<file path="config.mk">
export PLATFORM = sky130hd
export DESIGN_NAME = spsram_param_flat
export DESIGN_NICKNAME = d
export VERILOG_FILES = /design/src/rtl/spsram_pkg.sv /design/src/rtl/spsram_param_if.sv /design/src/rtl/spsram_clr_ctrl.sv /design/src/rtl/spsram_param.sv /design/src/flat_wrapper.sv
export SDC_FILE = /design/constraint.sdc
export NUM_CORES = 1
export LEC_CHECK = 0
export ABC_AREA = 1
export ABC_CLOCK_PERIOD_IN_PS = 4400
export CORE_ASPECT_RATIO = 1.2
export CORE_MARGIN = 2
export CORE_UTILIZATION = 53
export DETAILED_ROUTE_END_ITERATION = 10
export GPL_TIMING_DRIVEN = 1
export MAX_ROUTING_LAYER = met4
export PLACE_DENSITY = 0.66
export SYNTH_ARGS = -nofsm -noshare
export SYNTH_HDL_FRONTEND = slang
export SYNTH_SLANG_ARGS = --single-unit
</file>
<file path="constraint.sdc">
create_clock -name i_clk -period 4.4 [get_ports i_clk]
set_input_delay 0.88 -clock i_clk [delete_from_list [all_inputs] [get_ports i_clk]]
set_output_delay 0.88 -clock i_clk [all_outputs]
set_load 0.02 [all_outputs]
</file>
<file path="src/rtl/spsram_pkg.sv">
// Shared types and elaboration helpers for the parametrised single-port SRAM.
// The clear controller and the top level both import this package.
package spsram_pkg;

   typedef enum logic [0:0] {
      ST_CLEAR = 1'b0,
      ST_RUN   = 1'b1
   } state_t;

   localparam int RD_LAT_MIN = 1;
   localparam int RD_LAT_MAX = 2;

   // True when the width is whole bytes, the array fits the address space
   // and the read latency is one of the supported values.
   function automatic bit cfg_ok(input int dw, input int aw, input int depth, input int rd_lat);
      return (dw > 0) && (dw % 8 == 0) && (depth > 0) && (depth <= (1 << aw)) &&
             (rd_lat >= RD_LAT_MIN) && (rd_lat <= RD_LAT_MAX);
   endfunction

endpackage

</file>
<file path="src/rtl/spsram_param_if.sv">
// Access bus of the parametrised SRAM: request fields driven by the master,
// read result, valid pulse and busy flag returned by the slave.
interface spsram_param_if #(
   parameter int DW = 32,
   parameter int AW = 5
);
   logic            i_cen;
   logic            i_wen;
   logic            i_oen;
   logic [DW/8-1:0] i_be;
   logic [AW-1:0]   i_addr;
   logic [DW-1:0]   i_data;
   logic            i_clr;
   logic [DW-1:0]   o_data;
   logic            o_valid;
   logic            o_busy;

   modport master (
      output i_cen, i_wen, i_oen, i_be, i_addr, i_data, i_clr,
      input  o_data, o_valid, o_busy
   );

   modport slave (
      input  i_cen, i_wen, i_oen, i_be, i_addr, i_data, i_clr,
      output o_data, o_valid, o_busy
   );
endinterface

</file>
<file path="src/rtl/spsram_clr_ctrl.sv">
// Clear engine: walks the array once writing the init value, either after
// reset or on request, and holds the busy flag for exactly DEPTH cycles.
module spsram_clr_ctrl
   import spsram_pkg::*;
#(
   parameter int AW         = 5,
   parameter int DEPTH      = 32,
   parameter int CLR_ON_RST = 1
) (
   input  logic          i_clk,
   input  logic          i_rst,
   input  logic          i_clr,
   output logic [AW-1:0] clr_addr,
   output logic          clr_we,
   output logic          o_busy
);

   localparam logic [AW-1:0] LAST_ADDR = AW'(DEPTH - 1);

   state_t        state;
   logic [AW-1:0] cnt;
   logic          busy_q;

   // A clear request while already sweeping is ignored; only reset restarts a sweep.
   always_ff @(posedge i_clk) begin
      if (i_rst) begin
         cnt <= '0;
         if (CLR_ON_RST != 0) begin
            state  <= ST_CLEAR;
            busy_q <= 1'b1;
         end else begin
            state  <= ST_RUN;
            busy_q <= 1'b0;
         end
      end else begin
         case (state)
            ST_CLEAR: begin
               if (cnt == LAST_ADDR) begin
                  state  <= ST_RUN;
                  busy_q <= 1'b0;
                  cnt    <= '0;
               end else begin
                  cnt <= cnt + AW'(1);
               end
            end
            ST_RUN: begin
               if (i_clr) begin
                  state  <= ST_CLEAR;
                  busy_q <= 1'b1;
                  cnt    <= '0;
               end
            end
            default: begin
               state  <= ST_RUN;
               busy_q <= 1'b0;
               cnt    <= '0;
            end
         endcase
      end
   end

   assign clr_addr = cnt;
   assign clr_we   = busy_q;
   assign o_busy   = busy_q;

endmodule

</file>
<file path="src/rtl/spsram_param.sv">
// Parametrised single-port synchronous SRAM with byte enables, a registered
// read pipeline of RD_LAT stages and a hardware clear engine.
module spsram_param
   import spsram_pkg::*;
#(
   parameter int            DW         = 32,
   parameter int            AW         = 5,
   parameter int            DEPTH      = 32,
   parameter int            RD_LAT     = 1,
   parameter int            CLR_ON_RST = 1,
   parameter logic [DW-1:0] INIT_VAL   = '0
) (
   input logic           i_clk,
   input logic           i_rst,
   spsram_param_if.slave bus
);

   localparam int NB = DW / 8;

   if (!cfg_ok(DW, AW, DEPTH, RD_LAT)) begin : g_cfg_err
      $error("spsram_param: illegal DW/AW/DEPTH/RD_LAT combination");
   end

   logic [DW-1:0] mem [DEPTH];

   logic [AW-1:0] clr_addr;
   logic          clr_we;
   logic          busy;

   spsram_clr_ctrl #(
      .AW        (AW),
      .DEPTH     (DEPTH),
      .CLR_ON_RST(CLR_ON_RST)
   ) u_clr_ctrl (
      .i_clk   (i_clk),
      .i_rst   (i_rst),
      .i_clr   (bus.i_clr),
      .clr_addr(clr_addr),
      .clr_we  (clr_we),
      .o_busy  (busy)
   );

   logic          acc_ok;
   logic          in_range;
   logic          wr_req;
   logic          rd_req;
   logic [DW-1:0] cur_word;
   logic [DW-1:0] merged;

   // A clear request in the same cycle wins over the access; out-of-range
   // addresses read as zero and never reach the array.
   always_comb begin
      acc_ok   = ~busy & ~bus.i_clr & bus.i_cen;
      in_range = ({1'b0, bus.i_addr} < (AW + 1)'(DEPTH));
      wr_req   = acc_ok & bus.i_wen & in_range;
      rd_req   = acc_ok & ~bus.i_wen & bus.i_oen;
      cur_word = in_range ? mem[bus.i_addr] : '0;
      merged   = cur_word;
      for (int k = 0; k < NB; k++) begin
         if (bus.i_be[k]) begin
            merged[8*k +: 8] = bus.i_data[8*k +: 8];
         end
      end
   end

   always_ff @(posedge i_clk) begin
      if (!i_rst) begin
         if (clr_we) begin
            mem[clr_addr] <= INIT_VAL;
         end else if (wr_req) begin
            mem[bus.i_addr] <= merged;
         end
      end
   end

   logic [DW-1:0]     pipe_data [RD_LAT];
   logic [RD_LAT-1:0] pipe_vld;
   logic [DW-1:0]     data_q;
   logic              valid_q;

   // Reads in flight keep advancing during a clear sweep, so they return the
   // data captured when they were accepted.
   always_ff @(posedge i_clk) begin
      if (i_rst) begin
         pipe_vld <= '0;
         for (int i = 0; i < RD_LAT; i++) begin
            pipe_data[i] <= '0;
         end
         data_q  <= '0;
         valid_q <= 1'b0;
      end else begin
         pipe_vld[0] <= rd_req;
         if (rd_req) begin
            pipe_data[0] <= cur_word;
         end
         for (int i = 1; i < RD_LAT; i++) begin
            pipe_vld[i]  <= pipe_vld[i-1];
            pipe_data[i] <= pipe_data[i-1];
         end
         valid_q <= pipe_vld[RD_LAT-1];
         if (pipe_vld[RD_LAT-1]) begin
            data_q <= pipe_data[RD_LAT-1];
         end
      end
   end

   assign bus.o_data  = data_q;
   assign bus.o_valid = valid_q;
   assign bus.o_busy  = busy;

endmodule

</file>
<file path="src/flat_wrapper.sv">
// flat-port wrapper written by rule: the top's interface ports become plain ports
module spsram_param_flat import spsram_pkg::*;
#(
   parameter int            DW         = 32,
   parameter int            AW         = 5,
   parameter int            DEPTH      = 32,
   parameter int            RD_LAT     = 1,
   parameter int            CLR_ON_RST = 1,
   parameter logic [DW-1:0] INIT_VAL   = '0
)
  (i_clk, i_rst, bus_i_cen, bus_i_wen, bus_i_oen, bus_i_be, bus_i_addr, bus_i_data, bus_i_clr, bus_o_data, bus_o_valid, bus_o_busy);
  spsram_param_if #(.DW(DW), .AW(AW)) bus_i ();
  input logic i_clk;
  input logic i_rst;
  input wire logic [$bits(bus_i.i_cen)-1:0] bus_i_cen;
  input wire logic [$bits(bus_i.i_wen)-1:0] bus_i_wen;
  input wire logic [$bits(bus_i.i_oen)-1:0] bus_i_oen;
  input wire logic [$bits(bus_i.i_be)-1:0] bus_i_be;
  input wire logic [$bits(bus_i.i_addr)-1:0] bus_i_addr;
  input wire logic [$bits(bus_i.i_data)-1:0] bus_i_data;
  input wire logic [$bits(bus_i.i_clr)-1:0] bus_i_clr;
  output wire logic [$bits(bus_i.o_data)-1:0] bus_o_data;
  output wire logic [$bits(bus_i.o_valid)-1:0] bus_o_valid;
  output wire logic [$bits(bus_i.o_busy)-1:0] bus_o_busy;
  assign bus_i.i_cen = bus_i_cen;
  assign bus_i.i_wen = bus_i_wen;
  assign bus_i.i_oen = bus_i_oen;
  assign bus_i.i_be = bus_i_be;
  assign bus_i.i_addr = bus_i_addr;
  assign bus_i.i_data = bus_i_data;
  assign bus_i.i_clr = bus_i_clr;
  assign bus_o_data = bus_i.o_data;
  assign bus_o_valid = bus_i.o_valid;
  assign bus_o_busy = bus_i.o_busy;
  spsram_param #(.DW(DW), .AW(AW), .DEPTH(DEPTH), .RD_LAT(RD_LAT), .CLR_ON_RST(CLR_ON_RST), .INIT_VAL(INIT_VAL)) u_core (.i_clk(i_clk), .i_rst(i_rst), .bus(bus_i));
endmodule
</file>
==> out/metrics.yaml, run 1 <==
outcome:
  status: "finished clean"
logic_synthesis:
  synth_cell_types: 23
  synth-simple-area-share: 0.218
  yosys_warnings: 0
  syn_inst: 3795
  synth_compound_area_frac: 0.0126
  yosys.area_share.adder: 0.000561
  synth_nets: 3844
  yosys.area_share.xor_xnor: 0.000196
  synth_top_family_by_area: "simple AND/OR/NAND/NOR gates"
  syn_area_mm2: 0.0446
  synthMuxAreaShare: 0
  syn_area_per_cell_um2: 11.8
  synth_top_cell_by_area: "edfxtp_1"
  seq_area_frac_synth: 0.729
  synth_seq_cells: 1097
  synth_top_area_share: 0.711
  yosys-top-cells-area: "edfxtp_1, nand2_1, nand3_1, dfxtp_1, buf_6"
cells_and_area:
  multi_input_comb_area_mm2: 0.0107
  fin_area_mm2: 0.0508
  nFillCells: 6458
  drive_above_1_share: 0.0961
  fin_nets: 3942
  num_antenna_cells: 0
  area_growth_pct: 13.8
  final_cell_mix: "nand2_1, edfxtp_1, nand3_1"
  layout_commonest_cell: "nand2_1"
  seqCellArea_mm2: 0.0325
grt:
  grt_max_degree: 106
  grt_antenna_before_repair: 1
  grtUsageTotal: 0.288
  grt_pass1_vias: 28000
  grt_first_pass_wirelength_um: 177000
  grt-ovfl-total: 0
route:
  drc: 0
  route.met3.wl_um: 9970
  wl_um: 120000
  wl_met2_um: 58600
  firstDrtPassIters: 6
  viasPerCell: 5.78
  drt-wirelength-per-cell_um: 23.6
  detail-route-antenna-nets: 0
  drt-met1-wl_um: 47000
  routed.top_layer: "met4"
  vias: 29400
  drtIter0Drc: 3594
min_path:
  hold_path.class: "reg2reg"
floorplanning:
  initial_core_util: 0.534
  pin_count: 81
  dieHeight_um: 322
  fp-row-count: 116
  die_w_um: 269
  dieArea_mm2: 0.0865
  core_area_mm2: 0.0835
setup_path:
  setup.worst_path.end_class: "flop"
  worstPathArrival_ps: 3750
  crit_required_ps: 4750
  crit_path_start_kind: "primary input"
  setup.worst_path.class: "in2reg"
  critPathMaxFanout: 21
sta:
  slew_violations: 0
  worst_slew_pin_slew_ps: 945
  max_freq_ghz: 0.294
  fin_worst_skew_ps: 27.9
  period_share: 0.773
  fin_crit_ps: 3400
  rsz0062_at_grt: "no"
  setup_viol_count_final: 0
  slew_headroom: 0.368
  hold_viol: 0
  tns_ps: 0
clock_network:
  cts.sinks: 1097
  hold_buffers: 0
  cts_resized: 0
  cts.htree.levels: 3
  insertion_delay_ps: 680
  cts_setup_buffers: 0
  cts_root_buf: "clkbuf_16"
  clk_path_buf_depth: 3
  clkSlewWorstSetupHoldPaths_ps: 60
  cts_buffers: 104
  cts_tree: "yes"
placed_design:
  placed_area_mm2: 0.0474
  gp_congestion: 0.922
  portBuffers: 80
  place_hpwl_um: 71400
power:
  p_leak_nw: 19.4
  vdd_drop_max_mv: 0.318
  p_per_area_mw_per_mm2: 421
run:
  drv_cap: 0
## area by class of cell
class | count | share of cell area
clock inverter | 62 | 0.0124
clock buffer | 128 | 0.0543
tap | 1121 | 0.0276
sequential | 1097 | 0.641
inverter | 31 | 0.00293
timing repair buffer | 232 | 0.0514
multi-input combinational | 2427 | 0.211
## layer usage
layer  global-route usage  vias up
met2                0.460     1352
li1                     -    13500
met1                0.372    14400
met3               0.0462      205
met4                0.109        0
met5                    -        -
## flip-flops by register name, indices dropped and copies added (netlist names)
register / count
u_core.bus.o_data: 32
u_core.bus.o_valid: 1
u_core.mem: 1024
u_core.pipe_data: 32
u_core.pipe_vld: 1
u_core.u_clr_ctrl.clr_addr: 5
u_core.u_clr_ctrl.clr_we: 1
u_core.u_clr_ctrl.state: 1
## cells by family (layout without fill, tap and decap cells)
group | after synthesis | after routing
compound gates | 110 | 110
xor+xnor | 1 | 1
fa+ha+maj | 2 | 2
buf+inv | 271 | 453
flops | 1097 | 1097
simple gates | 2314 | 2314
## worst paths after layout
path	start	end	slack (ps)	cells after the start
max reg2reg	u_core.u_clr_ctrl.clr_we$_SDFFE_PP1P_	u_core.mem[3][12]$_DFFE_PP_	1230	10
min	u_core.pipe_data[0][16]$_SDFFCE_PN0P_	u_core.bus.o_data[16]$_SDFFE_PP0P_	470	2
min reg2reg	u_core.pipe_data[0][16]$_SDFFCE_PN0P_	u_core.bus.o_data[16]$_SDFFE_PP0P_	470	2
max	bus_i_clr	u_core.mem[3][12]$_DFFE_PP_	1000	11
## worst max-delay path: stages
cell	delay [ps]
clkdlybuf4s50_1	430
inv_1	80
nand3_1	90
inv_1	80
nand3_2	260
o21ai_2	290
inv_1	80
nor2_1	140
nand2_1	260
nor2_4	800
buf_4	350
## stage by stage
| stage | total power [mW] | std cells | worst slack [ps] | hold WS [ps] | util |
|---|---|---|---|---|---|
| 2_1_floorplan | 12.3 | 3795 | 812 | 447 | - |
| 3_3_place_gp | 12.6 | 4908 | 465 | 452 | 0.568 |
| 3_5_place_dp | 12.6 | 4908 | 398 | 458 | 0.568 |
| 4_1_cts | 21.4 | 5098 | 1100 | 474 | 0.608 |
| 5_1_grt | 21.9 | 5098 | 856 | 496 | 0.608 |
| 6_report | 21.4 | 5098 | 997 | 471 | 0.608 |
## power breakdown
part,internal [mW],switching (mW)
clock,5.14,3.79
combinational,0.295,0.778
sequential,11.3,0.0170
total,16.8,4.58
## cells in the mapped netlist
master and instances:
o22ai_1 3, edfxtp_1 1056, clkbuf_1 62, a21oi_1 35, dfxtp_1 41, nor3_1 1
buf_8 4, nand3_2 1, buf_4 46, o21ai_1 3, buf_6 56, buf_1 18
ha_1 2, nand2_1 1335, nor2_1 139, xor2_1 1, inv_1 29, nand3_1 838
inv_4 1, inv_8 1, o21ai_2 2, buf_2 54, o21ai_0 67
No activity file was read; power rests on OpenSTA's default activity.
==> inputs of run 2 (changes only) <==
--- a/config.mk
+++ b/config.mk
@@ -6,7 +6,7 @@
 export NUM_CORES = 1
 export LEC_CHECK = 0
 export ABC_AREA = 1
-export ABC_CLOCK_PERIOD_IN_PS = 4400
+export ABC_CLOCK_PERIOD_IN_PS = 3380
 export CORE_ASPECT_RATIO = 1.2
 export CORE_MARGIN = 2
 export CORE_UTILIZATION = 53
==> constraint.sdc (replaced) <==
create_clock -name i_clk -period 3.38 [get_ports i_clk]
set_input_delay 0.676 -clock i_clk [delete_from_list [all_inputs] [get_ports i_clk]]
set_output_delay 0.676 -clock i_clk [all_outputs]
set_load 0.02 [all_outputs]
==> run 2 against run 1 <==
  * Global-route usage shrank 0.33 points
  * Worst hold slack lost 0.66 ps
  * Count of clock-buffer cells in the layout decreased by 1
  * Cell count increased by 1.6%
  * Clock power is 25% higher
  * Setup slack worse by 600 ps
  * Clock skew decreased by 9.3 ps
  * Die area unchanged
  * Sequential power rose by 30%
  * Routed wire length shrank 1.4%
==> out/metrics.yaml, run 2 (same netlist as run 1, synthesis figures left out) <==
route:
  drtIter0Drc: 3342  # -7.0%
  wl_um: 118000  # -1.4%
  detail-route-antenna-nets: 0  # unchanged
  vias: 29800  # +1.3%
  viasPerCell: 5.76  # -0.28%
  drt-wirelength-per-cell_um: 22.9  # -3.0%
  drc: 0  # unchanged
  firstDrtPassIters: 8  # +2
clock_network:
  cts.htree.levels: 3  # unchanged
  cts_root_buf: "clkbuf_16"
  hold_buffers: 0  # unchanged
  cts_buffers: 103  # -0.96%
  insertion_delay_ps: 680  # about the same
  clk_path_buf_depth: 3  # unchanged
  clkSlewWorstSetupHoldPaths_ps: 60  # about the same
  cts.sinks: 1097  # unchanged
  cts_tree: "yes"
  cts_resized: 0  # unchanged
  cts_setup_buffers: 0  # unchanged
sta:
  rsz0062_at_grt: "no"
  hold_viol: 0  # unchanged
  setup_viol_count_final: 0  # unchanged
  slew_headroom: 0.142  # -0.226
  max_freq_ghz: 0.336
  worst_slew_pin_slew_ps: 1280  # +338 ps
  finalWorstSetupSlack_ps: 401  # -595 ps
  hold_ws_ps: 470  # -0.657 ps
  period_share: 0.881
  tns_ps: 0  # unchanged
  fin_crit_ps: 2980
  slew_violations: 0  # unchanged
  fin_worst_skew_ps: 18.6  # -9.31 ps
setup_path:
  setup.worst_path.end_class: "flop"
  worstPathArrival_ps: 3260  # -490 ps
  crit_path_start_kind: "primary input"
  critPathMaxFanout: 32  # +52%
  setup.worst_path.class: "in2reg"
  crit_required_ps: 3660  # -1090 ps
placed_design:
  portBuffers: 80  # unchanged
  placed_area_mm2: 0.0487  # +2.7%
  place_hpwl_um: 73200  # +2.5%
  dp_slack_ps: -295  # -693 ps
  gp_congestion: 0.874  # -5.2%
  placed_cells: 4992  # +1.7%
cells_and_area:
  largest_reg_flops: 1024  # unchanged
  final_cell_mix: "nand2_1, edfxtp_1, nand3_1"
  final_util: 0.622  # +0.0133
  layout_commonest_cell: "nand2_1"
  layoutNonFillerInstCount: 5180  # +1.6%
  drive_above_1_share: 0.114  # +0.0176
  regMostFlops: "u_core.mem"
  fin_area_mm2: 0.0519  # +2.2%
  fin_nets: 4025  # +2.1%
  area_growth_pct: 16.3
floorplanning:
  die_w_um: 269  # unchanged
  fp-row-count: 116  # unchanged
  dieHeight_um: 322  # unchanged
  pin_count: 81  # unchanged
  initial_core_util: 0.534  # unchanged
  dieArea_mm2: 0.0865  # unchanged
  core_area_mm2: 0.0835  # unchanged
min_path:
  hold_path.class: "reg2reg"
grt:
  grt_first_pass_wirelength_um: 176000  # -0.63%
  grt_antenna_before_repair: 2  # +1
  grt_max_degree: 78  # -26%
  grt-ovfl-total: 0  # unchanged
  grt_pass1_vias: 28300  # +0.78%
  grtUsageTotal: 0.284  # -0.00334
outcome:
  status: "finished clean"
power:
  p_leak_nw: 19.9  # +2.6%
  power_mw: 27.5  # +29%
  vdd_drop_max_mv: 0.405  # +27%
  p_per_area_mw_per_mm2: 530  # +26%
run:
  drv_cap: 0  # unchanged
[run 2: cell types whose count changed in the layout (fill, tap and decap cells not counted)]
cell       before  now
clkbuf_8        2    0
inv_6           3    4
buf_4         100  133
clkinv_4        2    0
bufinv_16      12    7
clkinv_1       18   19
buf_12         53  104
clkinv_2       24   27
diode_2         0    1
clkbuf_1       20   21
[run 2: critical path, stage by stage]
cell and delay, ps:
clkdlybuf4s50_1 420, inv_1 80, nand3_1 100, inv_1 80, nand3_2 220, buf_4 240
o21ai_1 200, nand3_1 140, buf_4 190, nor2_4 890
[run 2: metal layers]
metal / share of wire / track usage / up-vias / wire [µm]
li1: - / - / 13600 / -
met5: 0 / - / - / 0
met3: 0.091 / 0.0424 / 202 / 10800
met2: 0.48 / 0.442 / 1469 / 56600
met4: 0.032 / 0.0994 / 0 / 3750
met1: 0.40 / 0.386 / 14500 / 47300
[run 2: final timing paths]
kind | startpoint | to | slack, ps | cells after the start
worst max register to register | u_core.u_clr_ctrl.clr_we$_SDFFE_PP1P_ | u_core.mem[10][19]$_DFFE_PP_ | 420 | 9
worst min-delay path | u_core.pipe_data[0][24]$_SDFFCE_PN0P_ | u_core.bus.o_data[24]$_SDFFE_PP0P_ | 470 | 2
worst max-delay path | bus_i_clr | u_core.mem[10][19]$_DFFE_PP_ | 400 | 10
worst min register to register | u_core.pipe_data[0][24]$_SDFFCE_PN0P_ | u_core.bus.o_data[24]$_SDFFE_PP0P_ | 470 | 2
[run 2: final cells by class]
| cell class | instances | area (µm²) |
|---|---|---|
| antenna | 1 | 2.50 |
| clock buffer | 127 | 2730 |
| clock inverter | 60 | 488 |
| fill | 6340 | 31600 |
| inverter | 31 | 149 |
| multi-input combinational | 2427 | 10700 |
| sequential | 1097 | 32500 |
| tap | 1121 | 1400 |
| timing repair buffer | 316 | 3880 |
[run 2: where the power goes]
part	switching, mW	internal (mW)
clock	4.91	6.26
sequential	0.0222	14.8
combinational	1.07	0.490
